## config.mk

```make
export PLATFORM = sky130hd
export DESIGN_NAME = ooo_reservation_station
export DESIGN_NICKNAME = d
export VERILOG_FILES = /design/src/rtl/ooo_reservation_station_pkg.sv /design/src/rtl/ooo_reservation_station_prio_enc.sv /design/src/rtl/ooo_reservation_station.sv
export SDC_FILE = /design/constraint.sdc
export NUM_CORES = 2
export LEC_CHECK = 0
export ABC_AREA = 1
export BUFFER_PORTS_ARGS = -buffer_cell sky130_fd_sc_hd__buf_4
export CORE_ASPECT_RATIO = 1.1
export CORE_UTILIZATION = 28
export DETAILED_ROUTE_END_ITERATION = 8
export GPL_TIMING_DRIVEN = 0
export PLACE_DENSITY = 0.49
export REMOVE_ABC_BUFFERS = 1
export SLEW_MARGIN = 20
export SYNTH_ARGS = -nofsm -noshare
export SYNTH_HDL_FRONTEND = slang
export SYNTH_SLANG_ARGS = --single-unit
```

## constraint.sdc

```tcl
create_clock -name clk -period 2.88 [get_ports clk]
set_input_delay 0.72 -clock clk [delete_from_list [all_inputs] [get_ports clk]]
set_output_delay 0.72 -clock clk [all_outputs]
set_load 0.01 [all_outputs]
```

## src/rtl/ooo_reservation_station_pkg.sv

```systemverilog
// Shared types and constants for the out-of-order reservation station.
package ooo_reservation_station_pkg;

  localparam int PREG_W = 32;  // physical register id width
  localparam int AREG_W = 32;  // architectural register id width
  localparam int ROB_W  = 32;  // ROB index width

  // Station select codes driven by dispatch
  localparam logic [1:0] RS_ALU = 2'd0;
  localparam logic [1:0] RS_MUL = 2'd1;
  localparam logic [1:0] RS_BR  = 2'd2;
  localparam logic [1:0] RS_MEM = 2'd3;

  typedef struct packed {
    logic              valid;
    logic [PREG_W-1:0] ps1;
    logic              ps1_rdy;
    logic [PREG_W-1:0] ps2;
    logic              ps2_rdy;
    logic [AREG_W-1:0] rd;
    logic [PREG_W-1:0] pd;
    logic [ROB_W-1:0]  rob_entry;
  } rs_entry_t;

endpackage

```

## src/rtl/ooo_reservation_station_prio_enc.sv

```systemverilog
// Lowest-index priority encoder: reports whether any request bit is set
// and the index of the lowest set bit.
module ooo_reservation_station_prio_enc #(
  parameter int N   = 8,
  parameter int IDX_W = (N > 1) ? $clog2(N) : 1
) (
  input  logic [N-1:0]     req,
  output logic             found,
  output logic [IDX_W-1:0] idx
);

  // Scan from the top down so the lowest set bit is the last one written
  always_comb begin
    found = 1'b0;
    idx   = '0;
    for (int i = N - 1; i >= 0; i--) begin
      if (req[i]) begin
        found = 1'b1;
        idx   = IDX_W'(i);
      end
    end
  end

endmodule

```

## src/rtl/ooo_reservation_station.sv

```systemverilog
// Reservation station: buffers dispatched micro-ops until both sources are
// ready, snoops the CDB for wakeups and issues one ready op per cycle.
module ooo_reservation_station
  import ooo_reservation_station_pkg::*;
#(
  parameter int         DEPTH = 8,
  parameter logic [1:0] RS_ID = RS_ALU
) (
  input  logic              clk,
  input  logic              rst,
  input  logic [1:0]        rs_select,
  input  logic              dispatch_ps_ready1,
  input  logic              dispatch_ps_ready2,
  input  logic [PREG_W-1:0] ps1,
  input  logic [PREG_W-1:0] ps2,
  input  logic [AREG_W-1:0] rd,
  input  logic [PREG_W-1:0] pd,
  input  logic [ROB_W-1:0]  rob_entry,
  input  logic [PREG_W-1:0] cdb_ps_id,
  input  logic              fu_busy,
  output logic              regf_we,
  output logic              fu_ready,
  output rs_entry_t         issue_entry
);

  localparam int IDX_W = $clog2(DEPTH);

  rs_entry_t        entry_q [DEPTH];
  rs_entry_t        entry_d [DEPTH];
  logic [DEPTH-1:0] free_vec;
  logic [DEPTH-1:0] rdy_vec;
  logic             free_found;
  logic [IDX_W-1:0] free_idx;
  logic             rdy_found;
  logic [IDX_W-1:0] rdy_idx;
  logic             cdb_valid;
  logic             dispatch_en;
  rs_entry_t        new_entry;

  generate
    for (genvar gi = 0; gi < DEPTH; gi++) begin : g_slot_vec
      assign free_vec[gi] = ~entry_q[gi].valid;
      assign rdy_vec[gi]  = entry_q[gi].valid & entry_q[gi].ps1_rdy & entry_q[gi].ps2_rdy;
    end
  endgenerate

  ooo_reservation_station_prio_enc #(.N(DEPTH), .IDX_W(IDX_W)) u_free_enc (
    .req   (free_vec),
    .found (free_found),
    .idx   (free_idx)
  );

  ooo_reservation_station_prio_enc #(.N(DEPTH), .IDX_W(IDX_W)) u_rdy_enc (
    .req   (rdy_vec),
    .found (rdy_found),
    .idx   (rdy_idx)
  );

  assign cdb_valid   = (cdb_ps_id != '0);
  assign dispatch_en = (rs_select == RS_ID) && (pd != '0) && free_found;
  assign fu_ready    = rdy_found;
  assign regf_we     = rdy_found & ~fu_busy;

  // Incoming op, with the CDB bypass so a same-cycle wakeup is not lost
  always_comb begin
    new_entry           = '0;
    new_entry.valid     = 1'b1;
    new_entry.ps1       = ps1;
    new_entry.ps1_rdy   = dispatch_ps_ready1 | (cdb_valid && (cdb_ps_id == ps1));
    new_entry.ps2       = ps2;
    new_entry.ps2_rdy   = dispatch_ps_ready2 | (cdb_valid && (cdb_ps_id == ps2));
    new_entry.rd        = rd;
    new_entry.pd        = pd;
    new_entry.rob_entry = rob_entry;
  end

  // Issue bus: fields of the selected entry, valid only while regf_we is high
  always_comb begin
    issue_entry = '0;
    if (regf_we) begin
      issue_entry = entry_q[rdy_idx];
    end
    issue_entry.valid = regf_we;
  end

  // Next state: wakeup, then issue free, then dispatch into the pre-edge free slot
  always_comb begin
    for (int i = 0; i < DEPTH; i++) begin
      entry_d[i] = entry_q[i];
      if (entry_q[i].valid && cdb_valid) begin
        if (entry_q[i].ps1 == cdb_ps_id) entry_d[i].ps1_rdy = 1'b1;
        if (entry_q[i].ps2 == cdb_ps_id) entry_d[i].ps2_rdy = 1'b1;
      end
    end
    if (regf_we) begin
      entry_d[rdy_idx].valid = 1'b0;
    end
    if (dispatch_en) begin
      entry_d[free_idx] = new_entry;
    end
  end

  // Entry storage; reset discards every entry immediately
  always_ff @(posedge clk or negedge rst) begin
    if (!rst) begin
      for (int i = 0; i < DEPTH; i++) entry_q[i] <= '0;
    end else begin
      for (int i = 0; i < DEPTH; i++) entry_q[i] <= entry_d[i];
    end
  end

endmodule

```

==> impl_metrics.env <==
export IMPL_outcome="complete, but fails checks"
export IMPL_violations="hold timing, setup timing"
export IMPL_synth_top_cell_by_area="dfrtp_1"
export IMPL_crit_buf_inv=11
export IMPL_clock_skew_ps=33.38
export IMPL_power_density_nw_per_um2=1382
export IMPL_clk_insertion_delay_late_ps=850
export IMPL_holdCritPathClass="primary input to async pin"
export IMPL_grt_use_total_pct=24.88
export IMPL_cp_start_kind="register"
export IMPL_root_buffer="clkbuf_16"
export IMPL_largest_reg_flops=1304
export IMPL_drc=0
export IMPL_reg_top3="entry_q (1304)"
export IMPL_worst_pin_slew_ps=1108
export IMPL_path_common_cell="buf_16"
export IMPL_synthArstFlopShare_pct=100.0
export IMPL_synth_area_leaders="dfrtp_1 (48%), nand2_1 (13%), o21ai_0 (9.4%)"
export IMPL_via_count=67230
export IMPL_synth_seq_cells=1304
export IMPL_crit_family="buffers and inverters"
export IMPL_ys_warn_count=0
export IMPL_grt_pass1_vias=60880
export IMPL_fmax_mhz=231.9
export IMPL_pre_cts_ws_ps=-2261
export IMPL_layout_commonest_cell="nand2_1"
export IMPL_nNetsFinal=9509
export IMPL_antenna_found_initial=60
export IMPL_cts_tree="yes"
export IMPL_leakage_nw=40.80
export IMPL_fp_dieArea_um2=242800
export IMPL_rsz0062_at_grt="yes"
export IMPL_gp_congestion=0.9264
export IMPL_grt_first_pass_wirelength_um=442400
export IMPL_maxSlewHeadroom_pct=25.53
export IMPL_numCtsBuffers=160
export IMPL_synthToLayoutAreaGrowth_pct=32.47
export IMPL_routed_wl_um=345400
export IMPL_cap_violations=0
export IMPL_coreArea_um2=239000
export IMPL_routedWlPerCell_um=27.44
export IMPL_cts_buffer_depth=3
export IMPL_initial_core_util_pct=28.22
export IMPL_cts_sinks=1304
export IMPL_h_tree_depth=4
export IMPL_final_cell_mix="nand2_1 (2337), dfrtp_1 (1300), o21ai_0 (1243)"
export IMPL_synth_cell_types=37
export IMPL_timing_final_crit_period_ps=4312
export IMPL_path_cells="nand3_2, nand2_2, nor2_4, buf_6, buf_12, buf_16, a21oi_4, clkbuf_16, buf_16, buf_16, buf_16, buf_16, buf_16, buf_16, nand3_4, nor2_2, o211ai_1, nand2_2, buf_6"
export IMPL_drive_gt1_share_pct=17.33
export IMPL_finalCritPeriodShare_pct=149.7
export IMPL_p_total_w=0.1235
export IMPL_yosysTopAreaCellShare_pct=48.39
export IMPL_slew_viol_final=0
export IMPL_drt_iter0_drc=8265
export IMPL_avgSynthCellArea_um2=7.610
export IMPL_drtAntennaViolNets=0
export IMPL_multi_input_area_um2=31570
export IMPL_rows=188
export IMPL_end_kind="output port"
export IMPL_vias_per_cell=5.340
export IMPL_ir_drop_v=0.001156
export IMPL_fin_ws_ps=-1432
export IMPL_die_y_um=516.7
export IMPL_critPathSlowestCell="dfrtp_1"
export IMPL_portBuffers=363
export IMPL_hpwl_um=185300
export IMPL_clkTransAtPathRegs_ps=60
export IMPL_synth_area_um2=67430
export IMPL_area_sequential_um2=32640
export IMPL_fin_util_pct=37.38
export IMPL_fillers=24500
export IMPL_arrival_ps=3590
export IMPL_pin_count=364
export IMPL_syn_inst=8861
export IMPL_setup_violations=170
export IMPL_whs_ps=-213.4
export IMPL_crit_type="register to output port"
export IMPL_crit_fanout=8
export IMPL_slowest_delay_ps=370
export IMPL_ys_flop_type="dfrtp_1"
export IMPL_synth_edf_count=0
export IMPL_gr_total_overflow=0
export IMPL_drt_pass1_iter_count=6
export IMPL_grt_max_degree=143
export IMPL_crit_required_ps=2160
export IMPL_die_w_um=469.9
export IMPL_top_register="entry_q"
export IMPL_yosysSeqAreaShare_pct=48.39
export IMPL_hold_violations=93
## synthesized netlist by cell type (2+ instances only)
cell / n
o21ai_0: 1264
nand2_1: 2423
nand3b_1: 143
nand4_1: 138
buf_1: 27
inv_2: 6
o21bai_1: 4
o21ai_2: 2
or2_2: 60
buf_6: 14
dfrtp_1: 1304
buf_2: 299
buf_4: 36
nor2_2: 5
nor3_4: 2
inv_1: 673
nand3_1: 660
o21ai_1: 189
o22ai_1: 18
clkbuf_1: 238
a21oi_1: 52
xnor2_1: 189
xor2_1: 51
o211ai_1: 112
nor2_1: 722
nand3_4: 2
nor3_1: 203
and2_1: 2
nand2_2: 5
clkinv_1: 11
## where the power goes
part	switching, W	internal [W]	leakage (nW)
registers	0.00442	0.0251	16.6
clock network	0.00889	0.0117	2.58
logic	0.0433	0.0300	21.7
total	0.0566	0.0669	40.8
## per-stage QoR
stage / TNS (ps) / instances / hold slack [ps] / instance area (um^2)
finish: -212610 / 12590 / -213.4 / 89320
global route: -287040 / 12580 / -191.2 / 89310
CTS: -942760 / 12380 / -218.8 / 84880
detailed placement: -2064800 / 11900 / 463.8 / 75030
global placement: - / 11750 / 456.6 / 71160
floorplan: -4749180 / 8247 / 424.4 / 64510
## area by class of cell
cell class	count	share of cell area (%)
antenna	19	0.05323
clock buffer	239	5.275
clock inverter	47	0.6359
inverter	691	3.114
multi-input combinational	6261	35.34
sequential	1304	36.54
tap	3135	4.391
timing repair buffer	882	14.51
timing repair inverter	10	0.1429
## metal layers
metal	vias to the layer above	part of all wire (%)	wire [um]	global-route usage, %
met4	52	6.1	20990	12.57
met2	3553	44	152900	38.88
met3	821	10	34680	5.986
li1	29670	-	-	-
met5	-	0.096	331	0
met1	33130	40	136500	31.98
## what timing repair did
| action | in CTS | in global routing |
|---|---|---|
| resized for setup | 425 | 501 |
| hold endpoints to repair | 93 | 93 |
| setup endpoints to repair | 1345 | 1858 |
| pin swaps | 179 | 278 |
| buffers inserted | 135 | 123 |
| gates cloned | 64 | 83 |
## kinds of logic after synthesis
kind of cell	share of synthesized area, %
xor gates and xnor gates	3.117
buffers and inverters	8.179
DFF	48.39
AOI/OAI and AO/OA	12.70
and+or+nand+nor	27.61
## path summary, 6_finish.rpt
kind | from | to | depth (start not counted) | slack, ps
max | entry_q[1237] | issue_entry[3] | 19 | -1430
max in group asynchronous | rst | entry_q[1007] | 5 | 90
min reg2reg | entry_q[20] | entry_q[20] | 2 | 480
max reg2reg | entry_q[325] | entry_q[856] | 15 | -10
min in group clk | rd[4] | entry_q[231] | 3 | 100
min | rst | entry_q[408] | 1 | -210
No activity file was read; power rests on OpenSTA's default activity.
